File: src/rtl/i2c_arbitro_transacciones.sv
// i2c_arbitro_transacciones: round-robin owner of the shared I2C transaction
// generator. Requesters A and B are granted in turn. The winner's command is
// latched onto the generator inputs. End of transaction is detected when SCL
// has been idle-high for IDLE_CYC consecutive clk cycles.
// Optional build macro I2C_TIMEOUT_EN: abort with ERR when SCL never goes low
// within START_WAIT cycles after the start strobe.
module i2c_arbitro_transacciones #(
  parameter int IDLE_CYC   = 8,
  parameter int START_WAIT = 16,
  parameter int CNT_W      = 5
) (
  input  logic        clk,
  input  logic        rst,
  input  logic        REQ_A,
  input  logic        RNW_A,
  input  logic [6:0]  ADDR_A,
  input  logic [15:0] WR_DATA_A,
  output logic        GNT_A,
  output logic        DONE_A,
  output logic [15:0] RD_DATA_A,
  input  logic        REQ_B,
  input  logic        RNW_B,
  input  logic [6:0]  ADDR_B,
  input  logic [15:0] WR_DATA_B,
  output logic        GNT_B,
  output logic        DONE_B,
  output logic [15:0] RD_DATA_B,
  output logic        START_STB,
  output logic        RNW,
  output logic [6:0]  I2C_ADDR,
  output logic [15:0] WR_DATA,
  input  logic        SCL,
  input  logic [15:0] RD_DATA_GEN,
  output logic        BUSY,
  output logic        ERR
);

  typedef enum logic [2:0] {
    REPOSO   = 3'd0,
    LANZAR   = 3'd1,
    ESPERA   = 3'd2,
    EN_CURSO = 3'd3,
    FIN      = 3'd4
  } t_estado;

  // Counters must hold the larger of the two limits; SCL high phase is 2 clk.
  localparam int CNT_NEED = (IDLE_CYC > START_WAIT) ? IDLE_CYC : START_WAIT;
  localparam logic [CNT_W-1:0] ALTO_FIN = CNT_W'(IDLE_CYC - 1);

  if (IDLE_CYC <= 2 || CNT_NEED > (2 ** CNT_W) - 1) begin : g_param_invalido
    $error("i2c_arbitro_transacciones: IDLE_CYC must exceed 2 and CNT_W must hold max(IDLE_CYC, START_WAIT)");
  end

  t_estado          r_state;
  t_estado          w_next;
  logic             r_last_b;    // 1: B was served last, so A wins a tie
  logic             r_owner_b;   // requester that owns the current transaction
  logic [CNT_W-1:0] r_alto_cnt;  // consecutive SCL-high cycles in EN_CURSO
  logic             w_win_b;
  logic             w_timeout;

  // B wins when it is alone, or on a tie when A was served last
  assign w_win_b = REQ_B & (~REQ_A | ~r_last_b);

`ifdef I2C_TIMEOUT_EN
  localparam logic [CNT_W-1:0] ESP_FIN = CNT_W'(START_WAIT - 1);
  logic [CNT_W-1:0] r_esp_cnt;   // cycles spent in ESPERA

  // Start-wait counter: runs only while waiting for the first SCL low
  always_ff @(posedge clk) begin
    if (rst) begin
      r_esp_cnt <= '0;
    end else if (r_state == ESPERA) begin
      r_esp_cnt <= r_esp_cnt + 1'b1;
    end else begin
      r_esp_cnt <= '0;
    end
  end
`endif

  // Next-state logic
  always_comb begin
    w_next    = r_state;
    w_timeout = 1'b0;
    case (r_state)
      REPOSO:   if (REQ_A || REQ_B) w_next = LANZAR;
      LANZAR:   w_next = ESPERA;
      ESPERA: begin
        if (!SCL) begin
          w_next = EN_CURSO;
        end
`ifdef I2C_TIMEOUT_EN
        else if (r_esp_cnt == ESP_FIN) begin
          w_next    = FIN;
          w_timeout = 1'b1;
        end
`endif
      end
      EN_CURSO: if (SCL && r_alto_cnt == ALTO_FIN) w_next = FIN;
      FIN:      w_next = REPOSO;
      default:  w_next = REPOSO;
    endcase
  end

  // State register, idle-high counter and all registered outputs
  always_ff @(posedge clk) begin
    if (rst) begin
      r_state    <= REPOSO;
      r_last_b   <= 1'b1;
      r_owner_b  <= 1'b0;
      r_alto_cnt <= '0;
      GNT_A      <= 1'b0;
      GNT_B      <= 1'b0;
      DONE_A     <= 1'b0;
      DONE_B     <= 1'b0;
      RD_DATA_A  <= '0;
      RD_DATA_B  <= '0;
      START_STB  <= 1'b0;
      RNW        <= 1'b0;
      I2C_ADDR   <= '0;
      WR_DATA    <= '0;
      BUSY       <= 1'b0;
`ifdef I2C_TIMEOUT_EN
      ERR        <= 1'b0;
`endif
    end else begin
      r_state   <= w_next;
      START_STB <= (r_state == LANZAR);
      BUSY      <= (w_next != REPOSO);
      DONE_A    <= 1'b0;
      DONE_B    <= 1'b0;
`ifdef I2C_TIMEOUT_EN
      ERR       <= 1'b0;
`endif

      if (r_state == ESPERA) begin
        r_alto_cnt <= '0;
      end else if (r_state == EN_CURSO) begin
        r_alto_cnt <= SCL ? r_alto_cnt + 1'b1 : '0;
      end

      // Grant: latch the winner's command; it stays frozen until FIN
      if (r_state == REPOSO && w_next == LANZAR) begin
        r_owner_b <= w_win_b;
        GNT_A     <= ~w_win_b;
        GNT_B     <= w_win_b;
        RNW       <= w_win_b ? RNW_B     : RNW_A;
        I2C_ADDR  <= w_win_b ? ADDR_B    : ADDR_A;
        WR_DATA   <= w_win_b ? WR_DATA_B : WR_DATA_A;
      end

      // Completion: pulse DONE to the owner, return read data unless aborted
      if (w_next == FIN) begin
        GNT_A    <= 1'b0;
        GNT_B    <= 1'b0;
        DONE_A   <= ~r_owner_b;
        DONE_B   <= r_owner_b;
        r_last_b <= r_owner_b;
`ifdef I2C_TIMEOUT_EN
        ERR      <= w_timeout;
`endif
        if (RNW && !w_timeout) begin
          if (r_owner_b) RD_DATA_B <= RD_DATA_GEN;
          else           RD_DATA_A <= RD_DATA_GEN;
        end
      end
    end
  end

`ifndef I2C_TIMEOUT_EN
  assign ERR = 1'b0;
`endif

endmodule

File: config.mk
export PLATFORM = sky130hd
export DESIGN_NAME = i2c_arbitro_transacciones
export DESIGN_NICKNAME = d
export VERILOG_FILES = /design/src/rtl/i2c_arbitro_transacciones.sv
export SDC_FILE = /design/constraint.sdc
export NUM_CORES = 1
export LEC_CHECK = 0
export BUFFER_PORTS_ARGS = -buffer_cell sky130_fd_sc_hd__buf_2
export CAP_MARGIN = 5
export CORE_UTILIZATION = 47
export CTS_CLUSTER_DIAMETER = 200
export DETAILED_ROUTE_END_ITERATION = 10
export PLACE_DENSITY = 0.82
export SLEW_MARGIN = 5
export SYNTH_ARGS = -nofsm -noshare
export SYNTH_HDL_FRONTEND = slang
export SYNTH_SLANG_ARGS = --single-unit
File: constraint.sdc
create_clock -name clk -period 2.3 [get_ports clk]
set_input_delay 0.69 -clock clk [delete_from_list [all_inputs] [get_ports clk]]
set_output_delay 0.69 -clock clk [all_outputs]
set_load 0.1 [all_outputs]
==> impl_metrics.csv <==
group,metric,value,unit
synth,synthXorXnorAreaFrac,0.5652,%
placement,place_area,0.003760,mm2
synth,synth.avg_cell_area,9.933,um2
global_routing,grt_usage,20.87,%
routing,drt_iter0_markers,91,
synth,synth_simple_gate_area_share,15.74,%
clocking,clock_path_buffers,2,
synth,synth-edff-count,0,
floorplan,rows,29,
clocking,clk_pin_slew,70,ps
clocking,cts_root_buffer,"clkbuf_8",
sta,rsz0062_at_grt,"no",
critical_path,crit_chain,"ha_1, nand4_1, or4_4, mux2i_1",
power_and_ir_drop,ir_drop,0.5601,mV
routing,wire_per_inst,13.64,um
synth,yosys.cell_count.top_type,"dfxtp_1",
critical_path,reg2reg_depth,4,
final_layout,fin_area,0.003943,mm2
critical_path,critPathMaxStageDelay,720,ps
synth,yosysWarnings,0,
final_layout,drive_above_1_share,36.32,%
clocking,post_cts_resized,0,
final_layout,final_nets,500,
critical_path,critical_path_class,"register to register",
clocking,cts_made_buffers,9,
critical_path,cp-end-kind,"register",
synth,netlist.top_cell.by_area,"dfxtp_1",
placement,place.port_buffers,130,
routing,viasPerCell,5.432,
sta,hold_viol,0,
clocking,postCtsHoldBufs,0,
clocking,htreeDepth,3,
synth,synth_area_leaders,"dfxtp_1 47%, mux2i_1 11%, nand2b_1 9.7%",
clocking,post_cts_buffers,0,
job,maxCapViolations,0,
synth,synth_cell_types,43,
floorplan,core,0.006350,mm2
synth,synth_top_family_by_area,"compound AO/OA/AOI/OAI gates",
synth,synth_compound_area_share,17.97,%
synth,synthAdderAreaFrac,0.4037,%
sta,max_freq,0.5326,GHz
floorplan,initial_core_util,48.81,%
synth,syn_area,0.003099,mm2
floorplan,die_h,83.21,um
power_and_ir_drop,p_clk_share,29.2,%
critical_path,crit_slowest_cell,"or4_4",
critical_path,worstPathRequired,2520,ps
min_path,min_path_type,"register to register",
global_routing,grt_overflow,0,
power_and_ir_drop,swShare,37.57,%
power_and_ir_drop,leakage,1.952,nW
final_layout,diodes,0,
power_and_ir_drop,comb_power_share,26.7,%
global_routing,antenna_found_initial,0,
routing,via_count,2781,
synth,synth_top_cell_area_share,46.51,%
sta,tightest_slew,694.7,ps
routing,ant_nets,0,
critical_path,startpoint_type,"register",
critical_path,arrival,2100,ps
synth,yosysSeqAreaShare,46.51,%
power_and_ir_drop,p_int,1.920,mW
synth,synth-async-reset-ratio,0,%
sta,final.setup_skew,9.540,ps
synth,ys_ff_latch,72,
outcome,outcome,"complete, no violations",
synth,synth_flop_cell,"dfxtp_1",
final_layout,fin_util,62.09,%
clocking,worstSkewPairLatency,350,ps
sta,period_needed,1878,ps
sta,finalSetupTns,0,ps
global_routing,grt_pass1_wl,11730,um
power_and_ir_drop,p_switching,1.156,mW
sta,drv_slew,0,
clocking,cts_tree,"yes",
power_and_ir_drop,seq_power_share,44.1,%
global_routing,grt_pass1_vias,2687,
routing,drt-total-wl,6983,um
routing,drtPass1Iterations,4,
critical_path,crit_fanout,16,
synth,synthCells,312,
synth,synth_fp_nets,382,
clocking,clkSinkCount,72,
floorplan,dieArea,0.006923,mm2
placement,hpwl,4920,um
power_and_ir_drop,powerDensity,780.2,mW/mm2
sta,period_share,81.63,%
sta,slew_headroom,53.63,%
synth,synth.area.mux_share,10.66,%
global_routing,grt_max_degree,55,
synth,synthTopCellsByCount,"72 x dfxtp_1, 48 x nand2b_1, 33 x mux2i_1, 27 x inv_1",
final_layout,syn2layout_area_growth,27.21,%
min_path,hold_path_depth,2,
floorplan,die_x,83.21,um
sta,setup_violations,0,
routing,drc,0,
floorplan,io-pin-count,132,
placement,place.gp.congestion,0.7323,
==> cell families (layout without fill, tap and decap cells) <==
group,Yosys count,in the layout
muxes,33,33
DFF,72,72
and+or+nand+nor,79,79
adders and majority gates,1,1
other,1,1
xor gates and xnor gates,2,2
AOI/OAI and AO/OA,68,68
buffers and inverters,56,179
==> placed cells by master (no fill, tap or decap), drive strengths merged, types with 2 or more instances in the layout <==
cell type and count:
dfxtp 72, xor2 2, or3 5, nor3 4
o32ai 24, inv 27, o21ai 6, a221oi 24
nand2 2, buf 136, clkinvlp 3, clkinv 3
a21oi 4, nand2b 48, nand3 2, mux2i 33
clkbuf 10, nor2 8
==> sequential cells by signal, indices dropped and copies added (netlist names) <==
register and cells:
START_STB 1, WR_DATA 16, DONE_B 1, GNT_A 1, r_alto_cnt 5, RD_DATA_A 16, GNT_B 1, RD_DATA_B 16
r_last_b 1, DONE_A 1, r_owner_b 1, r_state 3, I2C_ADDR 7, BUSY 1, RNW 1
==> critical path: cells and delay by family (launching register included) <==
| family | cells | cell delay [ps] |
|---|---|---|
| simple gates | 2 | 960 |
| flops | 1 | 370 |
| fa+ha+maj | 1 | 240 |
| mux | 1 | 170 |
==> layer usage <==
metal	routed length, um	track usage, %
met5	0	0
met4	200	11.13
met3	413	5.169
met2	3271	34.43
met1	3097	24.98
==> layout make-up <==
class | instances | area, um2
repair buffers | 136 | 708.2
clock inverters | 6 | 45.04
clock buffers | 10 | 137.6
flip-flops and latches | 72 | 1441
fillers | 537 | 2407
multi-input cells | 184 | 1413
well taps | 77 | 96.34
inverters | 27 | 101.3
==> per-stage QoR <==
step / total power [mW] / instances / hold WS [ps] / setup slack (ps)
final: 3.076 / 512 / 469.4 / 422.4
after global routing: 3.210 / 512 / 487.7 / 309.7
after CTS: 3.102 / 512 / 468.9 / 421.7
after detailed placement: 2.206 / 496 / 456.6 / 67.01
after global placement: 2.196 / 496 / 452.6 / 93.97
after floorplan: 2.038 / 312 / 471.0 / 171.0
==> path summary, 6_finish.rpt <==
kind / startpoint / end / slack, ps
max: r_alto_cnt[0]$_SDFFE_PP0N_ / RD_DATA_A[10]$_SDFFE_PP0P_ / 420
max reg2reg: r_alto_cnt[0]$_SDFFE_PP0N_ / RD_DATA_A[10]$_SDFFE_PP0P_ / 420
min: WR_DATA[14]$_SDFFE_PP0P_ / WR_DATA[14]$_SDFFE_PP0P_ / 470
min reg2reg: WR_DATA[14]$_SDFFE_PP0P_ / WR_DATA[14]$_SDFFE_PP0P_ / 470
==> power groups by stage <==
stage	registers (mW)	clock network [mW]	logic (mW)
floorplan	1.82	0	0.215
global placement	1.38	0	0.812
detailed placement	1.38	0	0.821
CTS	1.36	0.924	0.821
global route	1.37	0.981	0.861
finish	1.36	0.898	0.820
(Power assumes the default switching activity.)
